--- src/rtl/pmt_pulse_gen.sv ---
// Synthetic PMT pulse source: programmable bursts of fixed-width pulses,
// optionally thinned by a 16-bit Galois LFSR to mimic random photon arrivals.
module pmt_pulse_gen #(
    parameter logic [15:0] LFSR_SEED = 16'hACE1
) (
    input  logic        wHClk_i,
    input  logic        wRst_i,
    input  logic        wStart_i,
    input  logic        wAbort_i,
    input  logic [31:0] wPulseNum_i,
    input  logic [31:0] wPeriod_i,
    input  logic [7:0]  wWidth_i,
    input  logic        wRandEn_i,
    input  logic [15:0] wProb_i,
    output logic        wPmt_o,
    output logic        wBusy_o,
    output logic        wDone_o,
    output logic [31:0] wSentCnt_o
);

    typedef enum logic [1:0] {
        IDLE = 2'd0,
        HIGH = 2'd1,
        LOW  = 2'd2
    } state_t;

    state_t      state, stateNxt;
    logic [31:0] slotCnt, slotCntNxt;
    logic [31:0] tickCnt, tickCntNxt;
    logic [31:0] numReg, numRegNxt;
    logic [31:0] perReg, perRegNxt;
    logic [31:0] widReg, widRegNxt;
    logic        randReg, randRegNxt;
    logic [15:0] probReg, probRegNxt;
    logic [15:0] lfsr, lfsrNxt;
    logic        pmt, pmtNxt;
    logic        busy, busyNxt;
    logic        done, doneNxt;
    logic [31:0] sent, sentNxt;

    logic [7:0]  wEff;
    logic [31:0] wEff32;
    logic [31:0] pEff;
    logic [15:0] lfsrStep;
    logic        fireStart;
    logic        fireNext;

    // Effective width/period clamping and per-slot fire decisions
    always_comb begin
        wEff      = (wWidth_i == 8'd0) ? 8'd1 : wWidth_i;
        wEff32    = {24'd0, wEff};
        pEff      = (wPeriod_i > wEff32) ? wPeriod_i : (wEff32 + 32'd1);
        lfsrStep  = {1'b0, lfsr[15:1]} ^ (lfsr[0] ? 16'hB400 : 16'h0000);
        fireStart = !wRandEn_i || (lfsr <= wProb_i);
        fireNext  = !randReg || (lfsr <= probReg);
    end

    // Next-state and output logic of the burst sequencer
    always_comb begin
        stateNxt   = state;
        slotCntNxt = slotCnt;
        tickCntNxt = tickCnt;
        numRegNxt  = numReg;
        perRegNxt  = perReg;
        widRegNxt  = widReg;
        randRegNxt = randReg;
        probRegNxt = probReg;
        lfsrNxt    = lfsr;
        pmtNxt     = pmt;
        busyNxt    = busy;
        doneNxt    = 1'b0;
        sentNxt    = sent;
        unique case (state)
            IDLE: begin
                if (!wAbort_i && wStart_i && (wPulseNum_i != 32'd0)) begin
                    numRegNxt  = wPulseNum_i;
                    perRegNxt  = pEff;
                    widRegNxt  = wEff32;
                    randRegNxt = wRandEn_i;
                    probRegNxt = wProb_i;
                    slotCntNxt = 32'd0;
                    tickCntNxt = 32'd0;
                    lfsrNxt    = lfsrStep;
                    pmtNxt     = fireStart;
                    sentNxt    = {31'd0, fireStart};
                    busyNxt    = 1'b1;
                    stateNxt   = fireStart ? HIGH : LOW;
                end
            end
            HIGH, LOW: begin
                if (wAbort_i) begin
                    pmtNxt   = 1'b0;
                    busyNxt  = 1'b0;
                    stateNxt = IDLE;
                end else if (tickCnt == perReg - 32'd1) begin
                    if (slotCnt == numReg - 32'd1) begin
                        pmtNxt   = 1'b0;
                        busyNxt  = 1'b0;
                        doneNxt  = 1'b1;
                        stateNxt = IDLE;
                    end else begin
                        slotCntNxt = slotCnt + 32'd1;
                        tickCntNxt = 32'd0;
                        lfsrNxt    = lfsrStep;
                        pmtNxt     = fireNext;
                        sentNxt    = sent + {31'd0, fireNext};
                        stateNxt   = fireNext ? HIGH : LOW;
                    end
                end else begin
                    tickCntNxt = tickCnt + 32'd1;
                    if ((state == HIGH) && (tickCnt + 32'd1 == widReg)) begin
                        pmtNxt   = 1'b0;
                        stateNxt = LOW;
                    end
                end
            end
            default: begin
                pmtNxt   = 1'b0;
                busyNxt  = 1'b0;
                stateNxt = IDLE;
            end
        endcase
    end

    // State and datapath registers with synchronous reset
    always_ff @(posedge wHClk_i) begin
        if (wRst_i) begin
            state   <= IDLE;
            slotCnt <= 32'd0;
            tickCnt <= 32'd0;
            numReg  <= 32'd0;
            perReg  <= 32'd0;
            widReg  <= 32'd0;
            randReg <= 1'b0;
            probReg <= 16'd0;
            lfsr    <= LFSR_SEED;
            pmt     <= 1'b0;
            busy    <= 1'b0;
            done    <= 1'b0;
            sent    <= 32'd0;
        end else begin
            state   <= stateNxt;
            slotCnt <= slotCntNxt;
            tickCnt <= tickCntNxt;
            numReg  <= numRegNxt;
            perReg  <= perRegNxt;
            widReg  <= widRegNxt;
            randReg <= randRegNxt;
            probReg <= probRegNxt;
            lfsr    <= lfsrNxt;
            pmt     <= pmtNxt;
            busy    <= busyNxt;
            done    <= doneNxt;
            sent    <= sentNxt;
        end
    end

    assign wPmt_o     = pmt;
    assign wBusy_o    = busy;
    assign wDone_o    = done;
    assign wSentCnt_o = sent;

endmodule

--- config.mk ---
export PLATFORM = sky130hd
export DESIGN_NAME = pmt_pulse_gen
export DESIGN_NICKNAME = d
export VERILOG_FILES = /design/src/rtl/pmt_pulse_gen.sv
export SDC_FILE = /design/constraint.sdc
export NUM_CORES = 1
export LEC_CHECK = 0
export ABC_AREA = 1
export ABC_CLOCK_PERIOD_IN_PS = 4000
export BUFFER_PORTS_ARGS = -buffer_cell sky130_fd_sc_hd__buf_2
export CORE_MARGIN = 3
export CORE_UTILIZATION = 60
export CTS_CLUSTER_DIAMETER = 50
export DETAILED_ROUTE_END_ITERATION = 10
export PLACE_DENSITY = 0.8
export SLEW_MARGIN = 15
export SYNTH_ARGS = -nofsm -noshare
export SYNTH_HDL_FRONTEND = slang
export SYNTH_SLANG_ARGS = --single-unit
--- constraint.sdc ---
create_clock -name wHClk_i -period 4 [get_ports wHClk_i]
set_input_delay 0.4 -clock wHClk_i [delete_from_list [all_inputs] [get_ports wHClk_i]]
set_output_delay 0.4 -clock wHClk_i [all_outputs]
set_load 0.005 [all_outputs]
### Word level (Yosys, flattened, before mapping)

Cells that the tools add are included.

* add/subtract/negate cells: 6
* multiply operators: 0
* div/mod/pow operators: 0
* $lt $le $gt $ge: 3
* eq/ne operators: 13
* shift-type cells: 0
* multiplexer cells: 42
* bitwise operators: 3
* reductions and logical operators: 19

Operators by type and width (number)
* two-way mux 32 bit: 12
* case mux 32 bit (2 select lines): 3
* two-way mux 16 bit: 5
* adder 32 x 1 -> 32 bit, second input constant: 2
* == test 32 bit: 2
* subtractor 32 x 1 -> 32 bit, second input constant: 2
* adder 32 x 1 -> 32 bit: 1
* == test 32 x 8 -> 1 bit: 1
* > comparator 32 x 8 -> 1 bit: 1
* <= comparator 16 bit: 2
* case mux 16 bit (2 select lines): 1
* nonzero test 32 bit: 1
* bitwise XOR 15 x 16 -> 16 bit: 1
* two-way mux 2 bit: 7
* two-way mux 1 bit: 10
* adder 8 x 1 -> 9 bit, second input constant: 1
* != test 3 bit, second input constant: 3
* zero test 8 bit: 1
* two-way mux 8 bit: 1
* != test 2 bit, second input constant: 4
* AND reduction 5 bit: 1
* != test 4 bit, second input constant: 1
* case mux 1 bit (2 select lines): 2
* case mux 2 bit (2 select lines): 1
* other kinds (13): 20

* register bits: 206
* bits in latches: 0
* memory bits (writable): 0
* memory bits (read-only): 0
* output and inout bits: 35
* word-level logic and storage cells: 99
* memories kept: 0

### Logic depth before layout (Yosys ltp)

* depth after elaboration: 7
* mapped depth: 26
* gate-level depth less buffers: 26

### Least setup slack after synthesis

OpenSTA, ideal clock, no wires.

* path kind: register -> register
* start point: register probReg[15]
* end point: register sent[26] (netlist: wSentCnt_o[26])
* setup time: 0.070 ns
* data arrival time: 2.911 ns
* required time: 3.930 ns
* setup slack: 1.018 ns
* cell stages (with the launch flop): 22
* path buffers: 0
* period minus slack after synthesis: 2.982 ns
* path through: dfxtp_1 -> inv_1 -> ha_1 -> nand2_1 -> nor3_1 -> nand4_1 -> o31ai_1 -> a21oi_1 -> inv_1 -> ha_1 -> ha_1 -> nand3_1 -> nor2_1 -> inv_1 -> nor2_1 -> inv_1 -> nor2_1 -> nand4_1 -> xor2_1 -> nor2_1 -> nand2_1 -> a21oi_1

* cells in the longest elaborated chain, start to end: 7

Ends and longest elaborated chain
* start: declaration: RTL line 34 `logic [15:0] probReg, probRegNxt;`
* start signal: assignment: RTL line 149 `probReg <= probRegNxt;`
* <= comparator 16 bit: RTL line 55 `fireNext = !randReg || (lfsr <= probReg);`
* logical OR 1 bit: RTL line 55
* adder 32 x 1 -> 32 bit: RTL line 106 `sentNxt = sent + {31'd0, fireNext};`
* two-way mux 32 bit: RTL line 96 `if (slotCnt == numReg - 32'd1) begin`
* two-way mux 32 bit: RTL line 95 `end else if (tickCnt == perReg - 32'd1) begin`
* two-way mux 32 bit: RTL line 91 `if (wAbort_i) begin`
* case mux 32 bit (2 select lines): RTL line 73 `unique case (state)`
* end signal: assignment: RTL line 154 `sent <= sentNxt;`
* end: declaration: RTL line 39 `logic [31:0] sent, sentNxt;`

Every way passes these cells. The select of a mux whose other input is x is not followed.
A chain may end at the register's enable or synchronous reset.

### Final worst setup path

* start point: register probReg[1]
* end point: register sent[31] (netlist: wSentCnt_o[31])

Same word-level chain as after synthesis.

==> key figures <==
STA
  • # setup viols final: 0
  • Slew Limit Fails: 0
  • Crit share post-route: 89.6%
  • Fmax achieved: 279 MHz
  • Min Hold Slack: 88.0 ps
  • Clk_skew: 18.0 ps
  • RSZ-0062 raised after global routing: false
  • Setup TNS: 0 ps
  • Slew @ Worst Pin: 843 ps
  • Max-slew headroom: 43.8%
  • Hold Violations, Final: 0
  • Final Critical Period: 3580 ps

Clock tree
  • Hold buffers post-CTS: 0
  • Resize count post-CTS: 0
  • Clock-pin slew on the worst setup and hold paths: 60 ps
  • Worst-skew pair later-pin latency: 570 ps
  • CTS tree: done
  • Postcts setup bufs: 0
  • Total CTS buffers: 29
  • Root Driver: clkbuf_16
  • CTS Buffer Depth: 3
  • Number of H-tree levels: 1
  • CTS sink cnt: 205

Power
  • Switching power: 0.00432 W
  • Switching Share: 46.2%
  • Clk pwr share: 27.5%
  • Combinational share of power: 45.0%
  • Max VDD drop: 529 uV
  • Int Pwr: 0.00502 W
  • LEAKAGE: 7.46 nW
  • Share of power burned in registers: 27.5%
  • Power Density: 550 mW/mm^2

Cells and area
  • Area growth syn-to-layout: 11.9%
  • Nets: 2,773
  • Final instance area: 0.0170 mm^2
  • Fill cells: 2,262
  • Register Area: 0.00410 mm^2
  • Most common cell after layout, fill and taps aside: nand2_1
  • Most frequent cells in the layout: nand2_1, nor2_1, inv_1, dfxtp_1, nand3_1
  • Post-Layout Cell Count: 2,977
  • Layout cells sized above 1: 8.78%
  • Multi-input gate area: 0.00976 mm^2
  • Inserted Diodes: 0

Routing
  • First DRT Iteration DRCs: 1,443
  • DRT Wirelength: 47,000 um
  • Avg Vias per Cell: 5.61
  • DRC: 0
  • DR pass1 iterations: 5
  • Via count: 16,700
  • Wire per inst: 15.8 um
  • Antenna violation net count after detailed routing: 0

Die
  • Row cnt: 57
  • Ports: 128
  • Core Region: 0.0246 mm^2
  • Initial Util: 61.7%
  • Die area: 0.0273 mm^2
  • Die height: 165 um
  • Die width: 165 um

Run status
  • Status: complete, no violations

Yosys
  • Syn Nets: 2,684
  • Avg Inst Size Synth: 5.98 um^2
  • Post-synthesis sequential area ratio: 27.0%
  • Mapped cell area: 0.0152 mm^2
  • Cells after synthesis: 2,541
  • Ys Warns: 0
  • Unique masters post-synth: 43
  • Primary FF master, synth: dfxtp_1
  • Yosys top cell area share: 27.0%
  • Leading area contributor after synthesis: dfxtp_1
  • Seq cells post-synth: 205
  • EDFF count, synth: 0
  • Synth async-reset ratio: 0%
  • Top post-synthesis cells by area: dfxtp_1, nand2_1, nor2_1

Job
  • Max cap viols: 0

Worst setup path
  • WP data arrival: 4080 ps
  • Crit path max fanout: 3
  • Crit end category: register
  • WS Path Type: register to register
  • Crit path required time: 4500 ps
  • Startpoint class of the critical path: register

Global routing
  • Vias in the first global route: 15,200
  • Initial antenna violation count: 2
  • Largest net degree at the start of global routing: 94
  • Grt ovf: 0
  • First-pass GRT wire length: 75,300 um
  • GRT Total Usage: 33.7%

Place
  • DP Cell Count: 2,923
  • RePlAce Congestion: 1.02
  • Cell Area, Placed: 0.0160 mm^2
  • Port Buffers: 127
  • Hpwl dp: 35,600 um

Worst hold path
  • Worst Hold Class: input port to register
## through the flow
stage	total power, W	setup slack [ps]	util (%)
after floorplan	0.00571	1020	-
after global placement	0.00663	575	65.1
after detailed placement	0.00672	460	65.1
after CTS	0.00930	438	69.1
after global routing	0.0100	31.0	69.1
final	0.00934	415	69.1
## synth_stat cells, types with 2 or more instances
library cell and instances:
o22ai_1 2, inv_2 6, dfxtp_1 205, a211oi_1 12
nand3_2 3, clkbuf_1 65, o21ai_0 108, nand2_2 3
ha_1 50, xnor2_1 52, or2_2 6, buf_4 2
nor3_1 49, nor2_1 453, nor3b_1 2, o211ai_1 7
clkinv_1 2, or2_1 8, buf_2 14, nor2_2 6
a31oi_1 5, inv_1 245, buf_6 6, a21oi_1 166
nand3b_1 12, xor2_1 79, nor4_1 29, nand3_1 176
nand4_1 47, o21bai_1 5, nand2_1 695, o21ai_1 5
nor2_4 6
## state kept, by name (all words and copies together), names as in the netlist
register,flops
numReg,32
state,2
lfsr,16
widReg,8
slotCnt,32
perReg,32
wSentCnt_o,32
probReg,16
wBusy_o,1
wDone_o,1
tickCnt,32
randReg,1
## metal layers
layer / share of wire, % / track usage, % / routed length [um]
met5: 0.049 / 0 / 23
met4: 2.3 / 8.96 / 1080
met3: 9.6 / 5.29 / 4520
met2: 43 / 52.9 / 20300
met1: 45 / 48.3 / 21000
## power groups by stage
| stage | logic (W) | registers [W] | clock network, W |
|---|---|---|---|
| floorplan | 0.00320 | 0.00250 | 0 |
| global placement | 0.00403 | 0.00260 | 0 |
| detailed placement | 0.00411 | 0.00260 | 0 |
| CTS | 0.00414 | 0.00256 | 0.00259 |
| global route | 0.00472 | 0.00260 | 0.00269 |
| finish | 0.00420 | 0.00257 | 0.00257 |
## logic make-up after synthesis
logic type | count (synthesis) | share of synthesized area (%)
AOI/OAI and AO/OA | 319 | 11.2
adders and majority gates | 50 | 4.12
xor gates and xnor gates | 131 | 7.55
DFF | 205 | 27.0
buffers and inverters | 340 | 8.86
and+or+nand+nor | 1496 | 41.3
## worst paths after layout
check / from / to / slack [ps] / cells after the start
hold / removal: wRandEn_i / randReg / 90 / 3
setup / recovery: probReg[1] / wSentCnt_o[31] / 420 / 25
setup reg to reg: probReg[1] / wSentCnt_o[31] / 420 / 25
hold reg to reg: wSentCnt_o[13] / wSentCnt_o[13] / 500 / 2
## cell type report
class                      instances  share of cell area (%)
clock buffer                      33                    4.48
clock inverter                    21                    1.27
inverter                         253                    5.59
multi-input combinational       1996                    57.4
sequential                       205                    24.1
tap                              324                    2.39
timing repair buffer             145                    4.70
## critical path, cell delays in order, from the launching register on
cell	delay [ps]
dfxtp_1	340
inv_1	50
ha_1	300
a21oi_1	180
o21ai_0	90
nand3_1	70
nand2_1	60
nand3_1	70
nand2_1	50
nand2_1	50
a21oi_1	140
inv_1	110
ha_1	170
inv_1	90
nor3_1	260
inv_1	140
nor2_1	200
inv_1	120
nor2_1	210
inv_1	80
nor2_1	160
nand2_1	110
xor2_1	150
nor2_1	80
nand2_1	60
a21oi_1	160
No activity file was read; power rests on OpenSTA's default activity.
